--- config.mk ---
export PLATFORM = sky130hd
export DESIGN_NAME = bp_cce_inv_sequencer_flat
export DESIGN_NICKNAME = d
export VERILOG_FILES = /design/src/rtl/bp_cce_inv_sequencer_pkg.sv /design/src/rtl/bp_cce_inv_sequencer_if.sv /design/src/rtl/bp_cce_inv_sequencer_penc.sv /design/src/rtl/bp_cce_inv_sequencer.sv /design/src/flat_wrapper.sv
export SDC_FILE = /design/constraint.sdc
export NUM_CORES = 1
export LEC_CHECK = 0
export BUFFER_PORTS_ARGS = -buffer_cell sky130_fd_sc_hd__buf_2
export CORE_UTILIZATION = 35
export CTS_CLUSTER_DIAMETER = 200
export DETAILED_ROUTE_END_ITERATION = 10
export PLACE_DENSITY_LB_ADDON = 0.12
export SYNTH_ARGS = -nofsm -noshare
export SYNTH_HDL_FRONTEND = slang
export SYNTH_SLANG_ARGS = --single-unit
--- constraint.sdc ---
create_clock -name clk_i -period 4.65 [get_ports clk_i]
set_input_delay 0.2325 -clock clk_i [delete_from_list [all_inputs] [get_ports clk_i]]
set_output_delay 0.2325 -clock clk_i [all_outputs]
set_load 0.05 [all_outputs]
--- src/rtl/bp_cce_inv_sequencer_pkg.sv ---
// Shared types for the CCE invalidation sequencer: coherence states,
// sequencer FSM states and a small population-count helper.
package bp_cce_inv_sequencer_pkg;

  typedef enum logic [2:0] {
    e_COH_I = 3'b000,
    e_COH_S = 3'b001,
    e_COH_E = 3'b010,
    e_COH_F = 3'b011,
    e_COH_M = 3'b110,
    e_COH_O = 3'b111
  } bp_coh_states_e;

  typedef enum logic [1:0] {
    e_ready,
    e_send,
    e_wait,
    e_done
  } bp_cce_inv_state_e;

  // Number of set bits; callers zero-extend narrower vectors to 64 bits.
  function automatic int unsigned popcount(input logic [63:0] v);
    int unsigned c;
    c = 0;
    for (int unsigned i = 0; i < 64; i++) begin
      c = c + {31'b0, v[i]};
    end
    return c;
  endfunction

endpackage

--- src/rtl/bp_cce_inv_sequencer_if.sv ---
// Snapshot / invalidate-command / ack / done signalling between the CCE
// and the invalidation sequencer. slave = sequencer side.
interface bp_cce_inv_sequencer_if
  import bp_cce_inv_sequencer_pkg::*;
#(
  parameter int num_lce_p         = 8,
  parameter int lce_id_width_p    = 3,
  parameter int lce_assoc_width_p = 3,
  parameter int paddr_width_p     = 40
);
  localparam int coh_w_lp = $bits(bp_coh_states_e);
  localparam int cnt_w_lp = $clog2(num_lce_p + 1);

  logic                                       start_v_i;
  logic                                       start_ready_and_o;
  logic [paddr_width_p-1:0]                   addr_i;
  logic [lce_id_width_p-1:0]                  req_lce_i;
  logic [num_lce_p-1:0]                       sharers_hits_i;
  logic [num_lce_p*lce_assoc_width_p-1:0]     sharers_ways_i;
  logic [num_lce_p*coh_w_lp-1:0]              sharers_coh_states_i;
  logic                                       inv_v_o;
  logic                                       inv_ready_and_i;
  logic [lce_id_width_p-1:0]                  inv_lce_o;
  logic [lce_assoc_width_p-1:0]               inv_way_o;
  logic [paddr_width_p-1:0]                   inv_addr_o;
  logic                                       ack_v_i;
  logic [lce_id_width_p-1:0]                  ack_lce_i;
  logic                                       ack_yumi_o;
  logic                                       done_v_o;
  logic                                       done_yumi_i;
  logic [cnt_w_lp-1:0]                        inv_count_o;
  logic                                       busy_o;

  modport slave (
    input  start_v_i, addr_i, req_lce_i, sharers_hits_i, sharers_ways_i,
           sharers_coh_states_i, inv_ready_and_i, ack_v_i, ack_lce_i, done_yumi_i,
    output start_ready_and_o, inv_v_o, inv_lce_o, inv_way_o, inv_addr_o,
           ack_yumi_o, done_v_o, inv_count_o, busy_o
  );

  modport master (
    output start_v_i, addr_i, req_lce_i, sharers_hits_i, sharers_ways_i,
           sharers_coh_states_i, inv_ready_and_i, ack_v_i, ack_lce_i, done_yumi_i,
    input  start_ready_and_o, inv_v_o, inv_lce_o, inv_way_o, inv_addr_o,
           ack_yumi_o, done_v_o, inv_count_o, busy_o
  );

endinterface

--- src/rtl/bp_cce_inv_sequencer_penc.sv ---
// Lowest-set-bit priority encoder: index of the first 1 from bit 0, plus valid.
module bp_cce_inv_sequencer_penc #(
  parameter int width_p     = 8,
  parameter int idx_width_p = 3
) (
  input  logic [width_p-1:0]     i_bits,
  output logic [idx_width_p-1:0] o_idx,
  output logic                   o_v
);

  // Scan upward; the first hit wins and later bits are ignored.
  always_comb begin
    o_idx = '0;
    o_v   = 1'b0;
    for (int unsigned i = 0; i < width_p; i++) begin
      if (i_bits[i] && !o_v) begin
        o_idx = idx_width_p'(i);
        o_v   = 1'b1;
      end
    end
  end

endmodule

--- src/rtl/bp_cce_inv_sequencer.sv ---
// CCE invalidation sequencer: takes one directory sharers snapshot, sends one
// invalidate per sharing LCE (lowest ID first), collects acks, then reports done.
module bp_cce_inv_sequencer
  import bp_cce_inv_sequencer_pkg::*;
#(
  parameter int num_lce_p         = 8,
  parameter int lce_id_width_p    = 3,
  parameter int lce_assoc_width_p = 3,
  parameter int paddr_width_p     = 40
) (
  input logic                    clk_i,
  input logic                    reset_i,
  bp_cce_inv_sequencer_if.slave  bus
);

  localparam int coh_w_lp = $bits(bp_coh_states_e);
  localparam int cnt_w_lp = $clog2(num_lce_p + 1);

  bp_cce_inv_state_e                      r_state, w_state_n;
  logic [num_lce_p-1:0]                   r_send_mask, w_send_mask_n;
  logic [num_lce_p-1:0]                   r_pend_mask, w_pend_mask_n;
  logic [num_lce_p-1:0]                   w_start_mask;
  logic [num_lce_p*lce_assoc_width_p-1:0] r_ways;
  logic [paddr_width_p-1:0]               r_addr;
  logic [cnt_w_lp-1:0]                    r_count;
  logic [lce_id_width_p-1:0]              w_sel_lce;
  logic                                   w_sel_v;
  logic                                   w_start_hs, w_send_hs, w_ack_hs;

  bp_cce_inv_sequencer_penc #(
    .width_p     (num_lce_p),
    .idx_width_p (lce_id_width_p)
  ) u_penc (
    .i_bits (r_send_mask),
    .o_idx  (w_sel_lce),
    .o_v    (w_sel_v)
  );

  // Snapshot filter: hit, not the requestor, and held in a valid state.
  always_comb begin
    w_start_mask = '0;
    for (int unsigned i = 0; i < num_lce_p; i++) begin
      w_start_mask[i] = bus.sharers_hits_i[i]
                        && (bus.req_lce_i != lce_id_width_p'(i))
                        && (bp_coh_states_e'(bus.sharers_coh_states_i[i*coh_w_lp +: coh_w_lp]) != e_COH_I);
    end
  end

  // Handshakes and outward signals derived from the current state.
  always_comb begin
    bus.start_ready_and_o = (r_state == e_ready);
    bus.inv_v_o           = (r_state == e_send) && w_sel_v;
    bus.inv_lce_o         = w_sel_lce;
    bus.inv_way_o         = r_ways[w_sel_lce*lce_assoc_width_p +: lce_assoc_width_p];
    bus.inv_addr_o        = r_addr;
    bus.ack_yumi_o        = bus.ack_v_i && ((r_state == e_send) || (r_state == e_wait));
    bus.done_v_o          = (r_state == e_done);
    bus.inv_count_o       = r_count;
    bus.busy_o            = (r_state != e_ready);
    w_start_hs            = bus.start_v_i && bus.start_ready_and_o;
    w_send_hs             = bus.inv_v_o && bus.inv_ready_and_i;
    w_ack_hs              = bus.ack_yumi_o;
  end

  // Next state and mask updates; an ack and a send in the same cycle both apply.
  always_comb begin
    w_state_n     = r_state;
    w_send_mask_n = r_send_mask;
    w_pend_mask_n = r_pend_mask;
    case (r_state)
      e_ready: begin
        if (bus.start_v_i) begin
          w_send_mask_n = w_start_mask;
          w_pend_mask_n = '0;
          w_state_n     = (w_start_mask == '0) ? e_done : e_send;
        end
      end
      e_send: begin
        if (w_ack_hs) w_pend_mask_n[bus.ack_lce_i] = 1'b0;
        if (w_send_hs) begin
          w_send_mask_n[w_sel_lce] = 1'b0;
          w_pend_mask_n[w_sel_lce] = 1'b1;
        end
        if (w_send_mask_n == '0) w_state_n = e_wait;
      end
      e_wait: begin
        if (w_ack_hs) w_pend_mask_n[bus.ack_lce_i] = 1'b0;
        if (w_pend_mask_n == '0) w_state_n = e_done;
      end
      e_done: begin
        if (bus.done_yumi_i) w_state_n = e_ready;
      end
      default: w_state_n = e_ready;
    endcase
  end

  // State, masks and latched snapshot fields; count held until the next start.
  always_ff @(posedge clk_i) begin
    if (reset_i) begin
      r_state     <= e_ready;
      r_send_mask <= '0;
      r_pend_mask <= '0;
      r_ways      <= '0;
      r_addr      <= '0;
      r_count     <= '0;
    end else begin
      r_state     <= w_state_n;
      r_send_mask <= w_send_mask_n;
      r_pend_mask <= w_pend_mask_n;
      if (w_start_hs) begin
        r_ways  <= bus.sharers_ways_i;
        r_addr  <= bus.addr_i;
        r_count <= cnt_w_lp'(popcount(64'(w_start_mask)));
      end
    end
  end

  // Acks from LCEs with nothing outstanding are consumed and dropped.
  a_ack_pending: assert property (@(posedge clk_i) disable iff (reset_i)
    w_ack_hs |-> r_pend_mask[bus.ack_lce_i])
    else $warning("inv_sequencer: ack from LCE %0d with no outstanding invalidate ignored", bus.ack_lce_i);

  a_ack_not_sending: assert property (@(posedge clk_i) disable iff (reset_i)
    (w_send_hs && w_ack_hs) |-> (bus.ack_lce_i != w_sel_lce))
    else $error("inv_sequencer: ack targets the LCE being invalidated this cycle");

endmodule

--- src/flat_wrapper.sv ---
// flat-port wrapper written by rule: the top's interface ports become plain ports
module bp_cce_inv_sequencer_flat import bp_cce_inv_sequencer_pkg::*;
#(
  parameter int num_lce_p         = 8,
  parameter int lce_id_width_p    = 3,
  parameter int lce_assoc_width_p = 3,
  parameter int paddr_width_p     = 40
)
  (clk_i, reset_i, bus_start_v_i, bus_addr_i, bus_req_lce_i, bus_sharers_hits_i, bus_sharers_ways_i, bus_sharers_coh_states_i, bus_inv_ready_and_i, bus_ack_v_i, bus_ack_lce_i, bus_done_yumi_i, bus_start_ready_and_o, bus_inv_v_o, bus_inv_lce_o, bus_inv_way_o, bus_inv_addr_o, bus_ack_yumi_o, bus_done_v_o, bus_inv_count_o, bus_busy_o);
  bp_cce_inv_sequencer_if #(.num_lce_p(num_lce_p), .lce_id_width_p(lce_id_width_p), .lce_assoc_width_p(lce_assoc_width_p), .paddr_width_p(paddr_width_p)) bus_i ();
  input logic clk_i;
  input logic reset_i;
  input wire logic [$bits(bus_i.start_v_i)-1:0] bus_start_v_i;
  input wire logic [$bits(bus_i.addr_i)-1:0] bus_addr_i;
  input wire logic [$bits(bus_i.req_lce_i)-1:0] bus_req_lce_i;
  input wire logic [$bits(bus_i.sharers_hits_i)-1:0] bus_sharers_hits_i;
  input wire logic [$bits(bus_i.sharers_ways_i)-1:0] bus_sharers_ways_i;
  input wire logic [$bits(bus_i.sharers_coh_states_i)-1:0] bus_sharers_coh_states_i;
  input wire logic [$bits(bus_i.inv_ready_and_i)-1:0] bus_inv_ready_and_i;
  input wire logic [$bits(bus_i.ack_v_i)-1:0] bus_ack_v_i;
  input wire logic [$bits(bus_i.ack_lce_i)-1:0] bus_ack_lce_i;
  input wire logic [$bits(bus_i.done_yumi_i)-1:0] bus_done_yumi_i;
  output wire logic [$bits(bus_i.start_ready_and_o)-1:0] bus_start_ready_and_o;
  output wire logic [$bits(bus_i.inv_v_o)-1:0] bus_inv_v_o;
  output wire logic [$bits(bus_i.inv_lce_o)-1:0] bus_inv_lce_o;
  output wire logic [$bits(bus_i.inv_way_o)-1:0] bus_inv_way_o;
  output wire logic [$bits(bus_i.inv_addr_o)-1:0] bus_inv_addr_o;
  output wire logic [$bits(bus_i.ack_yumi_o)-1:0] bus_ack_yumi_o;
  output wire logic [$bits(bus_i.done_v_o)-1:0] bus_done_v_o;
  output wire logic [$bits(bus_i.inv_count_o)-1:0] bus_inv_count_o;
  output wire logic [$bits(bus_i.busy_o)-1:0] bus_busy_o;
  assign bus_i.start_v_i = bus_start_v_i;
  assign bus_i.addr_i = bus_addr_i;
  assign bus_i.req_lce_i = bus_req_lce_i;
  assign bus_i.sharers_hits_i = bus_sharers_hits_i;
  assign bus_i.sharers_ways_i = bus_sharers_ways_i;
  assign bus_i.sharers_coh_states_i = bus_sharers_coh_states_i;
  assign bus_i.inv_ready_and_i = bus_inv_ready_and_i;
  assign bus_i.ack_v_i = bus_ack_v_i;
  assign bus_i.ack_lce_i = bus_ack_lce_i;
  assign bus_i.done_yumi_i = bus_done_yumi_i;
  assign bus_start_ready_and_o = bus_i.start_ready_and_o;
  assign bus_inv_v_o = bus_i.inv_v_o;
  assign bus_inv_lce_o = bus_i.inv_lce_o;
  assign bus_inv_way_o = bus_i.inv_way_o;
  assign bus_inv_addr_o = bus_i.inv_addr_o;
  assign bus_ack_yumi_o = bus_i.ack_yumi_o;
  assign bus_done_v_o = bus_i.done_v_o;
  assign bus_inv_count_o = bus_i.inv_count_o;
  assign bus_busy_o = bus_i.busy_o;
  bp_cce_inv_sequencer #(.num_lce_p(num_lce_p), .lce_id_width_p(lce_id_width_p), .lce_assoc_width_p(lce_assoc_width_p), .paddr_width_p(paddr_width_p)) u_core (.clk_i(clk_i), .reset_i(reset_i), .bus(bus_i));
endmodule
**Word-level counts from Yosys, hierarchy flattened**

Cells that the tools add are included.

- Output and inout port bits: 55
- Register bits: 86
- Bits of input ports: 108
- Logic and storage cells: 129

- Bitwise logic cells: 5
- Multiplexer cells: 35
- Equality and inequality tests: 14
- Magnitude comparators: 4
- Multipliers: 1
- Reduce and logical (&&, ||, !) cells: 56
- Add/subtract/negate cells: 7
- Shift-type cells: 1

Operators with widths:

| operator | count |
|---|---|
| two-way mux 8 bit | 8 |
| nonzero test 3 bit | 10 |
| logical AND 1 bit | 29 |
| adder 4 x 1 -> 4 bit | 6 |
| logical NOT 8 bit | 3 |
| one-hot mux 8 bit (3 select lines) | 1 |
| indexed part select 24 x 6 -> 3 bit | 1 |
| two-way mux 3 bit | 6 |
| AND 8 bit | 2 |
| NOT 8 bit | 2 |
| one-hot mux 8 bit (2 select lines) | 1 |
| inequality test 3 bit (second input constant) | 4 |
| two-way mux 1 bit | 11 |
| two-way mux 2 bit | 5 |
| < comparator 3 x 4 -> 1 bit (second input constant) | 2 |
| inequality test 2 bit (second input constant) | 4 |
| OR 8 bit | 1 |
| one-hot mux 2 bit (4 select lines) | 1 |
| logical NOT 1 bit | 7 |
| demux 1 bit (select 3 bit) | 2 |
| >= comparator 3 x 1 -> 1 bit (second input constant) | 2 |
| inequality test 3 x 2 -> 1 bit (second input constant) | 2 |
| multiplier 3 x 2 -> 5 bit (second input constant) | 1 |
| equality test 2 bit (second input constant) | 2 |
| other kinds (8) | 10 |

**Longest topological paths before layout**

- Depth in word-level cells: 33
- Mapped depth: 14

**Cells and area by module**

Synthesis repeated with hierarchy kept, for this count alone.

- Cells, all modules: 545
- Area, all modules: 4176.5 um2

Modules (own cells, without submodules):

| module | cells each | seq. area each (um2) | instances | area an instance (um2) |
|---|---|---|---|---|
| bp_cce_inv_sequencer | 531 | 1721.7 | 1 | 4093.9 |
| bp_cce_inv_sequencer_penc | 14 | 0.0 | 1 | 82.6 |

**Worst setup path after synthesis**

Ideal clock, no wire load.

- Kind: in2reg
- Start: input port bus_sharers_coh_states_i[4]
- End: register u_core.r_count[1], in the netlist u_core.bus.inv_count_o[1]
- Library setup time: 0.132 ns
- Stages: 14
- Required time: 4.518 ns
- Setup slack: 1.266 ns
- Buffers on the path: 0
- Arrival time: 3.251 ns
- Path through: or3_1 > o311ai_0 > inv_1 > ha_1 > inv_1 > fa_1 > inv_1 > fa_1 > inv_1 > fa_1 > inv_1 > fa_1 > nand2_1 > a21oi_1

- Longest elaborated chain between the ends: 9

RTL lines:

| what | line | source |
|---|---|---|
| start: declaration | flat_wrapper.sv:18 | `input wire logic [$bits(bus_i.sharers_coh_states_i)-1:0] bus_sharers_coh_states_i;` |
| nonzero test 3 bit | bp_cce_inv_sequencer.sv:45 | `&& (bp_coh_states_e'(bus.sharers_coh_states_i[i*coh_w_lp +: coh_w_lp]) != e_COH_I);` |
| logical AND 1 bit | bp_cce_inv_sequencer.sv:45 |  |
| adder 1 x 1 -> 2 bit | bp_cce_inv_sequencer_pkg.sv:26 | `c = c + {31'b0, v[i]};` |
| adder 4 x 1 -> 4 bit (6 in series) | bp_cce_inv_sequencer_pkg.sv:26 |  |
| end signal: assignment | bp_cce_inv_sequencer.sv:113 | `r_count <= cnt_w_lp'(popcount(64'(w_start_mask)));` |
| end: declaration | bp_cce_inv_sequencer.sv:25 | `logic [cnt_w_lp-1:0] r_count;` |

No other way between the ends.
A chain may end at the register's enable or synchronous reset.

**Final worst setup path**

- Start: input port bus_req_lce_i[0]
- End: register u_core.r_count[1], in the netlist u_core.bus.inv_count_o[1]

- Longest elaborated chain between the ends: 10

RTL lines:

| what | line | source |
|---|---|---|
| start: declaration | flat_wrapper.sv:15 | `input wire logic [$bits(bus_i.req_lce_i)-1:0] bus_req_lce_i;` |
| inequality test 3 x 1 -> 1 bit or nonzero test 3 bit (tied branches) | bp_cce_inv_sequencer.sv:44 | `&& (bus.req_lce_i != lce_id_width_p'(i))` |
| logical AND 1 bit | bp_cce_inv_sequencer.sv:44 |  |
| logical AND 1 bit | bp_cce_inv_sequencer.sv:45 |  |
| adder 1 x 1 -> 2 bit | bp_cce_inv_sequencer_pkg.sv:26 |  |
| adder 4 x 1 -> 4 bit (5 in series) | bp_cce_inv_sequencer_pkg.sv:26 |  |
| adder 4 x 1 -> 4 bit * | bp_cce_inv_sequencer_pkg.sv:26 |  |

Every way passes the cells marked *; elsewhere a longest branch is shown, timed or not.

==> flow_summary.ini <==
[synthesis]
yosys.area_share.simple = 0.229
synth-edff-count = 0
netlist_instances = 549
ys_ff_latch = 86
synth_compound_area_frac = 0.242
syn-num-nets = 669
synthFlopType = dfxtp_1
avgSynthCellArea_um2 = 7.59
yosysWarningCount = 0
synth_top_family_by_area = compound AO/OA/AOI/OAI gates
synth_fa_ha_area_frac = 0.0480
mappedNetlistArea_um2 = 4170
synth_mux_area_frac = 0.0168
yosysSeqAreaShare = 0.413
yosys.area.top_type = dfxtp_1
ys_types = 53
yosys-top-cells-area = dfxtp_1 41%, nand2_1 13%, a21oi_1 10%
synth_top_cell_area_share = 0.413
synth_xor_area_frac = 0.00210
async_flop_share = 0

[grt]
grt_pass1_wl_um = 20400
grt_antenna_before_repair = 1
grt_pass1_vias = 4233
overflow = 0
grt_max_degree = 69
grtUsageTotal = 0.202

[clocking]
cts_made_buffers = 9
cts_hold_buf = 0
post_cts_buffers = 0
cts_buffer_depth = 2
clkLatencyLatePin_ns = 0.34
htreeDepth = 3
cts-root-buf = clkbuf_16
clkSlewWorstSetupHoldPaths_ns = 0.06
cts-resized-gates = 0
cts.sink_count = 86
tritoncts = built

[drt]
ant_nets = 0
wl_per_cell_um = 14.4
drt-pass1-iter-count = 7
dr_total_vias = 4318
drc = 8
drt_iter0_markers = 314
wl_um = 12100
viasPerCell = 5.15

[cells_and_area]
drive_above_1_share = 0.272
syn2layout_area_growth_pct = 29.1
layout.nets = 812
final_util = 0.467
antenna_cells = 0
fillers = 1165
multiInputGateArea_um2 = 2240
final_design_area_no_fill_um2 = 5380
layoutNonFillerInstCount = 839
regArea_um2 = 1720

[sta]
hold_violations = 0
finalClockSkew_ns = 0.00661
maxSlewViolCount = 0
setup_slack_ns = 1.23
worst_slew_pin_slew_ns = 1.11
max_slew_margin = 0.260
timing.final.crit_share = 0.735
setup_viol = 0
rsz0062_at_grt = false
fin_crit_ns = 3.42
max_freq_mhz = 293
hold_ws_ns = 0.126
tns_ns = 0

[setup_path]
required_ns = 4.82
path_buf_inv = 7
path_max_fanout = 7
slowest_stage = fa_1
critPathKind = in -> reg
cpPeakStageDelay_ns = 0.53
path_cells = buf_2 > inv_1 > o311ai_0 > inv_1 > ha_1 > inv_1 > fa_1 > inv_1 > fa_1 > inv_1 > fa_1 > inv_1 > fa_1 > nand2_1 > a21oi_1
cpMostUsedCell = inv_1
cp_top_family = adder cells
worstSetupStartpointType = primary input
endpoint_kind = flip-flop
critPathArrivalTime_ns = 3.59

[floorplan]
rows = 39
die_width_um = 111
core_area_um2 = 11500
pin_count = 163
fp.dieArea_um2 = 12300
start_util = 0.362
die_y_um = 111

[placed_design]
gp_congestion = 0.826
port_buffers = 162
place_area_um2 = 5060
dp_slack_ns = 0.831
place_inst = 824
hpwl_um = 8580

[outcome]
violations = design-rule violations
status = finished, violations left

[pwr]
power_density_nw_per_um2 = 589
p_total_mw = 3.17
p_leak_nw = 2.33
irDropWorstVdd_uv = 312

[min_path]
hp-class = in -> reg

[run]
drv_cap = 0
cell type report:
class                   count  share of cell area
flip-flops and latches     86               0.320
clock inverters             3              0.0126
clock buffers              12              0.0477
inverters                  19              0.0133
well taps                 143              0.0333
repair buffers            166               0.156
multi-input cells         410               0.417
sequential cells by signal, indices dropped and copies added, names as in the netlist:
name,count
u_core.r_ways,24
u_core.bus.inv_count_o,4
u_core.bus.inv_addr_o,40
u_core.r_state,2
u_core.r_send_mask,8
u_core.r_pend_mask,8
logic make-up (layout without fill, tap and decap cells):
kind of cell	Yosys count	in the layout
AND/OR/NAND/NOR	222	222
AO/OA/AOI/OAI	166	166
flip-flops	86	86
buffers and inverters	53	200
adder cells (fa/ha/maj)	14	14
multiplexers	7	7
XOR/XNOR	1	1
metal layers:
layer | vias to the layer above | routed length, um | global-route usage
li1 | 2186 | - | -
met1 | 1981 | 5220 | 0.245
met2 | 133 | 5770 | 0.332
met3 | 16 | 878 | 0.0662
met4 | 2 | 189 | 0.0793
met5 | - | 13 | 0
worst paths after layout:
check	startpoint	endpoint	slack, ns	cells after the start
max reg2reg	u_core.r_state[1]	u_core.r_send_mask[7]	2.13	6
min reg2reg	u_core.r_ways[22]	u_core.r_ways[22]	0.45	2
min	bus_addr_i[34]	u_core.bus.inv_addr_o[34]	0.13	3
max	bus_req_lce_i[0]	u_core.bus.inv_count_o[1]	1.23	15
cell usage after synthesis, types with 2 or more instances:
cell,number
nand2_1,146
a21oi_1,86
dfxtp_1,86
clkbuf_1,31
nor2_1,28
o21ai_0,24
inv_1,18
a22oi_1,13
ha_1,8
nor3_1,8
mux2i_1,7
nand2b_1,6
nand3_1,6
o31a_1,6
a211oi_1,5
and2_1,5
o22ai_1,5
fa_1,4
nand3b_1,3
nand4_1,3
nor4_1,3
o221ai_1,3
o311ai_0,3
o31ai_1,3
or3_1,3
a211o_1,2
a21o_1,2
a32oi_1,2
buf_1,2
maj3_1,2
o211ai_1,2
or2_2,2
or4_1,2
placed cells by master (no fill, tap or decap), types with 9 or more instances in the layout:
cell type and instances:
a22oi_1 13, nor2_1 28, dfxtp_1 86, clkbuf_16 9, o21ai_0 24, a21oi_1 86
buf_2 162, inv_1 18, nand2_1 145
power by group:
| group | switching, mW | total (mW) | leakage (nW) | internal, mW |
|---|---|---|---|---|
| combinational | 1.05 | 1.43 | 1.47 | 0.380 |
| sequential | 0.0867 | 0.953 | 0.703 | 0.866 |
| clock | 0.287 | 0.785 | 0.155 | 0.497 |
tightest hold or removal path: cells and delay by family:
family                 cells  cell delay, ns
AOI/OAI and AO/OA          1            0.05
and+or+nand+nor            1            0.04
buffers and inverters      1            0.09
(Power assumes the default switching activity.)
